`config.mk`:
```
export PLATFORM = sky130hd
export DESIGN_NAME = bridge_tx
export DESIGN_NICKNAME = d
export VERILOG_FILES = /design/src/rtl/bridge_pkg.sv /design/src/rtl/hex_to_ascii.sv /design/src/rtl/bridge_tx.sv
export SDC_FILE = /design/constraint.sdc
export NUM_CORES = 1
export LEC_CHECK = 0
export ABC_AREA = 1
export BUFFER_PORTS_ARGS = -buffer_cell sky130_fd_sc_hd__buf_4
export CAP_MARGIN = 20
export CORE_MARGIN = 1
export CORE_UTILIZATION = 60
export CTS_CLUSTER_DIAMETER = 50
export DETAILED_ROUTE_END_ITERATION = 8
export PLACE_DENSITY = 0.83
export SYNTH_ARGS = -nofsm -noshare
export SYNTH_HDL_FRONTEND = slang
export SYNTH_HIERARCHICAL = 1
export SYNTH_SLANG_ARGS = --single-unit
```
`constraint.sdc`:
```
create_clock -name clk -period 5.6 [get_ports clk]
set_input_delay 0.28 -clock clk [delete_from_list [all_inputs] [get_ports clk]]
set_output_delay 0.28 -clock clk [all_outputs]
set_load 0.02 [all_outputs]
```
`src/rtl/bridge_pkg.sv`:
```
// Shared types and constants for the register-bus UART bridge transmitter.
package bridge_pkg;

    typedef enum logic {
        IDLE,
        SEND
    } state_t;

    localparam logic [7:0] CR      = 8'h0D;
    localparam logic [7:0] LF      = 8'h0A;
    localparam logic [7:0] ASCII_0 = 8'h30;
    localparam logic [7:0] ASCII_A = 8'h41;

    // Prefix, four hex digits, CR, LF.
    localparam int         MSG_LEN  = 7;
    localparam logic [2:0] LAST_IDX = 3'(MSG_LEN - 1);

endpackage

```
`src/rtl/hex_to_ascii.sv`:
```
// Combinational nibble to uppercase ASCII hex digit.
module hex_to_ascii
    import bridge_pkg::*;
(
    input  logic [3:0] nibble,
    output logic [7:0] ascii
);

    // 0-9 map onto '0'..'9', 10-15 onto 'A'..'F'.
    always_comb begin
        if (nibble < 4'd10) begin
            ascii = ASCII_0 + 8'(nibble);
        end else begin
            ascii = ASCII_A + 8'(nibble - 4'd10);
        end
    end

endmodule

```
`src/rtl/bridge_tx.sv`:
```
// Serialises read responses from the end of the register-bus chain into
// 7-byte ASCII hex messages on a valid/ready byte stream.  The chain cannot
// be stalled, so one response can wait in a pending slot; beyond that,
// responses are dropped and overflow_o latches.
module bridge_tx
    import bridge_pkg::*;
#(
    parameter logic [7:0] PREFIX = 8'h4D
) (
    input  logic        clk,
    input  logic        rst,
    input  logic [15:0] data_i,
    input  logic        rw_i,
    input  logic        valid_i,
    output logic [7:0]  data_o,
    output logic        valid_o,
    input  logic        ready_i,
    output logic        busy_o,
    output logic        overflow_o
);

    state_t       state, nxt_state;
    logic [15:0]  active, nxt_active;
    logic [15:0]  pend, nxt_pend;
    logic         pend_full, nxt_pend_full;
    logic [2:0]   idx, nxt_idx;
    logic         nxt_ovf;
    logic [3:0]   nibble;
    logic [7:0]   hex_byte;
    logic [7:0]   nxt_byte;

    logic accept;
    logic xfer;

    assign accept = valid_i && !rw_i;
    assign xfer   = valid_o && ready_i;
    assign busy_o = (state == SEND) || pend_full;

    // Next-state: message sequencing, pending-slot promotion and overflow.
    always_comb begin
        nxt_state     = state;
        nxt_active    = active;
        nxt_pend      = pend;
        nxt_pend_full = pend_full;
        nxt_idx       = idx;
        nxt_ovf       = overflow_o;
        case (state)
            IDLE: begin
                if (accept) begin
                    nxt_active = data_i;
                    nxt_idx    = 3'd0;
                    nxt_state  = SEND;
                end
            end
            SEND: begin
                if (xfer && (idx == LAST_IDX)) begin
                    // Last byte leaves: chain straight into the next message
                    // so the stream has no bubble between messages.
                    nxt_idx = 3'd0;
                    if (pend_full) begin
                        nxt_active = pend;
                        if (accept) begin
                            nxt_pend = data_i;
                        end else begin
                            nxt_pend_full = 1'b0;
                        end
                    end else if (accept) begin
                        nxt_active = data_i;
                    end else begin
                        nxt_state = IDLE;
                    end
                end else begin
                    if (xfer) begin
                        nxt_idx = idx + 3'd1;
                    end
                    if (accept) begin
                        if (!pend_full) begin
                            nxt_pend      = data_i;
                            nxt_pend_full = 1'b1;
                        end else begin
                            nxt_ovf = 1'b1;
                        end
                    end
                end
            end
            default: nxt_state = IDLE;
        endcase
    end

    // Select the digit of the upcoming byte; digit 1 is the most significant.
    always_comb begin
        case (nxt_idx)
            3'd1:    nibble = nxt_active[15:12];
            3'd2:    nibble = nxt_active[11:8];
            3'd3:    nibble = nxt_active[7:4];
            3'd4:    nibble = nxt_active[3:0];
            default: nibble = 4'd0;
        endcase
    end

    hex_to_ascii u_hex (
        .nibble (nibble),
        .ascii  (hex_byte)
    );

    // Byte that will be presented once the next state is registered.
    always_comb begin
        nxt_byte = 8'h00;
        if (nxt_state == SEND) begin
            case (nxt_idx)
                3'd0:                   nxt_byte = PREFIX;
                3'd1, 3'd2, 3'd3, 3'd4: nxt_byte = hex_byte;
                3'd5:                   nxt_byte = CR;
                3'd6:                   nxt_byte = LF;
                default:                nxt_byte = 8'h00;
            endcase
        end
    end

    // Control state and registered stream outputs; reset aborts any message.
    always_ff @(posedge clk) begin
        if (rst) begin
            state      <= IDLE;
            pend_full  <= 1'b0;
            idx        <= 3'd0;
            overflow_o <= 1'b0;
            valid_o    <= 1'b0;
            data_o     <= 8'h00;
        end else begin
            state      <= nxt_state;
            pend_full  <= nxt_pend_full;
            idx        <= nxt_idx;
            overflow_o <= nxt_ovf;
            valid_o    <= (nxt_state == SEND);
            data_o     <= nxt_byte;
        end
    end

    // Response payloads; qualified by state/pend_full so they need no reset.
    always_ff @(posedge clk) begin
        active <= nxt_active;
        pend   <= nxt_pend;
    end

endmodule

```
Word-level counts from Yosys, hierarchy flattened. Index checks and enable logic that the tools add are counted.

Bits in registers: 46. Bits of input ports: 21. Word-level logic and storage cells: 59.

$add $sub $neg: 4. Reduce and logical (&&, ||, !) cells: 12. Bitwise logic cells: 3. Equal/unequal tests: 9. Magnitude comparators: 1. Muxes and demuxes: 23.

Operators by type and width (count): $mux 16 (8); $pmux 16 s2 (1); $pmux 8 s4 (1); $pmux 4 s4 (1); $eq 3x3->1 const B (4); $mux 3 (3); $add 7x8->8 const A (1); $mux 8 (1); $reduce_and 4->1 (2); $add 6x4->7 const A (1); $eq 3x2->1 const B (2); $mux 1 (6); $pmux 3 s2 (1); $sub 4x4->5 const B (1); $lt 4x4->1 const B (1); $reduce_or 4->1 (1); $add 3x1->3 const B (1); $eq 3x1->1 const B (1); $logic_and 1x1->1 (3); $logic_not 3->1 (1); $not 1->1 (3); $ne 2x1->1 const B (1); $ne 2x2->1 const B (1); $pmux 1 s2 (1); other kinds (5) (5).

Logic depth before layout (Yosys ltp).
Depth after elaboration: 11. Depth in mapped cells: 26. Gate-level depth less buffers: 24.

Cells and area by module. The synthesis kept the hierarchy.

Modules (own cells, without submodules): bridge_tx (times used 1, area each 2204.6 sq um, cells an instance 285); hex_to_ascii (times used 1, area each 207.7 sq um, cells an instance 36).

Worst setup path after synthesis. OpenSTA, ideal clock, no wires.

Path kind: register to register. From: register idx[0]. To: register data_o[3]. Buffers on the path: 0. Path slack: 2860 ps. Arrival: 2631 ps. Clock period less this slack: 2740 ps. Stages on the path, launching flop included: 24. Cells stage by stage: dfxtp_1 -> inv_1 -> ha_1 -> nand2_1 -> nor2_8 -> nor2_4 -> nand2_1 -> o21ai_2 -> nand2_1 -> nor2_1 -> nand2_1 -> nand2_1 -> inv_1 -> nand2_1 -> inv_1 -> ha_1 -> inv_1 -> ha_1 -> a21oi_1 -> o21ai_2 -> inv_1 -> nand2_1 -> nand2_1 -> inv_1.

Word-level cells in the longest chain between the ends: 10.

Ends and longest elaborated chain: from (decl) (line bridge_tx.sv:26) `logic [2:0] idx, nxt_idx;`; from (signal assigned) (line bridge_tx.sv:132) `idx <= nxt_idx;`; $add 3x1->3 or $eq 3x3->1 (tied branches) (line bridge_tx.sv:74, bridge_tx.sv:56); $mux 3 or $logic_and 1x1->1 (tied branches) (line bridge_tx.sv:73, bridge_tx.sv:56); $mux 3 (line bridge_tx.sv:56) `if (xfer && (idx == LAST_IDX)) begin`; $pmux 3 s2 (line bridge_tx.sv:47) `case (state)`; $eq 3x3->1, or another cell as far along (line bridge_tx.sv:92) `case (nxt_idx)`; $pmux 4 s4 * (line bridge_tx.sv:92); net nibble[1] (line bridge_tx.sv:28) `logic [3:0] nibble;`; $sub 4x4->5 (line hex_to_ascii.sv:14) `ascii = ASCII_A + 8'(nibble - 4'd10);`; $add 7x8->8 (line hex_to_ascii.sv:14); $mux 8 * (line hex_to_ascii.sv:11) `if (nibble < 4'd10) begin`; net hex_byte[3] (line bridge_tx.sv:29) `logic [7:0] hex_byte;`; $pmux 8 s4 * (line bridge_tx.sv:110) `case (nxt_idx)`; to (signal assigned) (line bridge_tx.sv:135) `data_o <= nxt_byte;`; to (decl) (line bridge_tx.sv:15) `output logic [7:0] data_o,`.

Mark *: on every way through the listed nets, which the timed path passes. The rest lies on a longest branch. A chain may end at the register's enable or synchronous reset.

Worst setup path after layout. Ends and elaborated chain as after synthesis.

==> impl_metrics.env <==
export IMPL_internal_power_mw=0.550
export IMPL_finalPower_mw=0.749
export IMPL_tns_ns=0
export IMPL_cts_root_buf="clkbuf_8"
export IMPL_path_clk_slew_ns=0.10
export IMPL_slew_headroom_pct=56.3
export IMPL_drive_gt1_share_pct=19.4
export IMPL_hold_class="in2reg"
export IMPL_synth_avg_cell_area_um2=7.51
export IMPL_critPathLaunchType="flop"
export IMPL_synth_compound_area_share_pct=9.65
export IMPL_drt_pass1_iter_count=5
export IMPL_drc=0
export IMPL_final_cell_mix="nand2_1 (111), nor2_1 (40), buf_4 (32)"
export IMPL_cts_tree="built"
export IMPL_synth_cell_types=33
export IMPL_fmax_ghz=0.293
export IMPL_multi_input_area_um2=1130
export IMPL_worst_pin_slew_ns=0.655
export IMPL_dieArea_um2=4280
export IMPL_viasPerCell=5.38
export IMPL_die_x_um=65.4
export IMPL_r2r_end="data_o[3]$_SDFF_PP0_"
export IMPL_critPathKind="reg2reg"
export IMPL_worstSkewPairLatency_ns=0.31
export IMPL_synthXorXnorAreaFrac_pct=0.363
export IMPL_cp_data_required_time_ns=5.81
export IMPL_h_tree_depth=2
export IMPL_ant_nets=0
export IMPL_rr_startpoint="idx[0]$_SDFF_PP0_"
export IMPL_finalHoldViolations=0
export IMPL_seq_power_share_pct=52.2
export IMPL_antenna_found_initial=0
export IMPL_grt_pass1_vias=1959
export IMPL_p_leak_nw=1.33
export IMPL_ctsResizeCount=0
export IMPL_ys_ff_latch=46
export IMPL_cts_sinks=46
export IMPL_routed_via_count=2146
export IMPL_finalMaxSlewViolations=0
export IMPL_detail_route_iter0_violations=224
export IMPL_routedWlPerCell_um=13.3
export IMPL_switchingPower_mw=0.199
export IMPL_core_area_um2=3770
export IMPL_final_common_cell="nand2_1"
export IMPL_io_pins=32
export IMPL_synth_top_family_by_area="simple AND/OR/NAND/NOR gates"
export IMPL_cts_buffer_depth=2
export IMPL_hold_path_depth=1
export IMPL_power_frac_comb_pct=14.4
export IMPL_initial_core_util_pct=64.0
export IMPL_synthAdderAreaFrac_pct=3.11
export IMPL_area_delta_synth_final_pct=14.6
export IMPL_final_cells=399
export IMPL_synth_area_leader_cell="dfxtp_1"
export IMPL_synthCells=321
export IMPL_min_period_ns=3.42
export IMPL_synthesis_nets=348
export IMPL_endpoint_kind="flop"
export IMPL_post_cts_setup_buffers=0
export IMPL_fin_skew_ns=0.0127
export IMPL_slowest_delay_ns=0.46
export IMPL_grt_first_pass_wirelength_um=8750
export IMPL_cp_max_fo=15
export IMPL_synth_simple_area_share_pct=33.8
export IMPL_status="complete, no violations"
export IMPL_pwr_share_clk_pct=33.4
export IMPL_finalSetupViolations=0
export IMPL_grt_usage_pct=27.1
export IMPL_grt_overflow=0
export IMPL_port_buffer_count=31
export IMPL_die_h_um=65.4
export IMPL_p_sw_share_pct=26.5
export IMPL_final_nets=377
export IMPL_r2r_cells=23
export IMPL_rows=22
export IMPL_postPlaceCellArea_um2=2650
export IMPL_dp_hpwl_um=3670
export IMPL_fillers=303
export IMPL_synth_top_area_share_pct=24.9
export IMPL_globalplace_congestion=0.794
export IMPL_drv_cap=0
export IMPL_synthMuxAreaShare_pct=0
export IMPL_finalInstanceArea_um2=2760
export IMPL_holdPathEnd="pend[10]$_DFFE_PP_"
export IMPL_min_period_over_period_pct=61.0
export IMPL_p_per_area_nw_per_um2=271
export IMPL_synthesis_area_um2=2410
export IMPL_numCtsBuffers=5
export IMPL_min_from="data_i[10]"
export IMPL_slowest_stage="o21ai_4"
export IMPL_rsz0062_at_grt="no"
export IMPL_crit_chain="inv_1 -> ha_1 -> nand2_1 -> o21ai_4 -> nor2_1 -> nor2_4 -> nand2_2 -> nor2_2 -> nand2_1 -> nand2_1 -> inv_1 -> nand2_1 -> inv_1 -> ha_1 -> inv_1 -> ha_1 -> inv_1 -> nand2_1 -> o21ai_2 -> inv_1 -> nand2_1 -> nand2_1 -> inv_1"
export IMPL_r2r_setup_slack_ns=2.18
export IMPL_yosys_top_cells_area="dfxtp_1 (25%), edfxtp_1 (20%), nand2_1 (17%)"
export IMPL_ys_warn_count=6
export IMPL_cts_hold_buf=0
export IMPL_grt_max_degree=21
export IMPL_antenna_cells=0
export IMPL_max_vdd_ir_drop_mv=0.219
export IMPL_layout_area_seq_um2=1080
export IMPL_dp_cells=391
export IMPL_seq_area_frac_synth_pct=44.8
export IMPL_drt_total_wl_um=5290
export IMPL_crit_arrival_ns=3.63
synthesized netlist by cell type, drive strengths merged:
library cell,count
nand2,118
nor2,46
inv,36
dfxtp,30
nand3,22
edfxtp,16
o22ai,12
o21ai,9
buf,8
a21oi,7
ha,6
a31oi,2
clkbuf,2
a221oi,1
conb,1
nand4,1
o211ai,1
o21bai,1
or2,1
xor2,1
critical path, delay by kind of cell (launching register included):
kind	cells	cell delay [ns]
buffers and inverters	7	0.49
flip-flops	1	0.34
AND/OR/NAND/NOR	11	1.26
adder cells (fa/ha/maj)	3	0.69
AO/OA/AOI/OAI	2	0.51
power groups by stage:
stage / Sequential, mW / Combinational [mW] / Clock (mW)
after CTS: 0.390 / 0.106 / 0.255
after global routing: 0.394 / 0.120 / 0.266
after global placement: 0.396 / 0.102 / 0
after detailed placement: 0.398 / 0.105 / 0
final: 0.391 / 0.108 / 0.250
after floorplan: 0.395 / 0.0729 / 0
cells by family after synthesis:
family	Yosys count
simple gates	188
buf+inv	46
flops	46
compound gates	33
fa+ha+maj	6
xor+xnor	1
other cells	1
cell type report:
class	instances	area share, %
inverters	36	4.89
clock buffers	5	2.49
well taps	48	2.17
flip-flops and latches	46	39.1
clock inverters	3	1.58
repair buffers	32	8.69
multi-input cells	229	41.1
registers in the layout, indices dropped and copies added, names as in the netlist:
register    flops
overflow_o      1
pend           16
state           1
pend_full       1
data_o          8
idx             3
active         16
worst max-delay path by stage:
stage,cells past startpoint,endpoint,from,slack (ns)
after global placement,23,data_o[3]$_SDFF_PP0_,idx[0]$_SDFF_PP0_,2.31
after floorplan,23,data_o[3]$_SDFF_PP0_,idx[0]$_SDFF_PP0_,2.86
final,23,data_o[3]$_SDFF_PP0_,idx[0]$_SDFF_PP0_,2.18
after detailed placement,23,data_o[3]$_SDFF_PP0_,idx[0]$_SDFF_PP0_,2.21
after CTS,23,data_o[3]$_SDFF_PP0_,idx[0]$_SDFF_PP0_,2.15
after global routing,20,data_o[6]$_SDFF_PP0_,idx[0]$_SDFF_PP0_,1.91
stage by stage:
step / utilization, % / hold WS (ns) / setup slack [ns]
finish: 73.3 / 0.146 / 2.18
global route: 73.3 / 0.138 / 1.91
CTS: 73.3 / 0.146 / 2.15
detailed placement: 70.3 / 0.465 / 2.21
global placement: 70.3 / 0.460 / 2.31
floorplan: - / 0.352 / 2.86
layer usage:
metal	global-route usage [%]	part of all wire (%)
met2	43.2	47
met4	8.15	1.3
met3	6.94	6.6
met5	0	0
met1	35.9	45
Power figures use the tool's default switching activity.
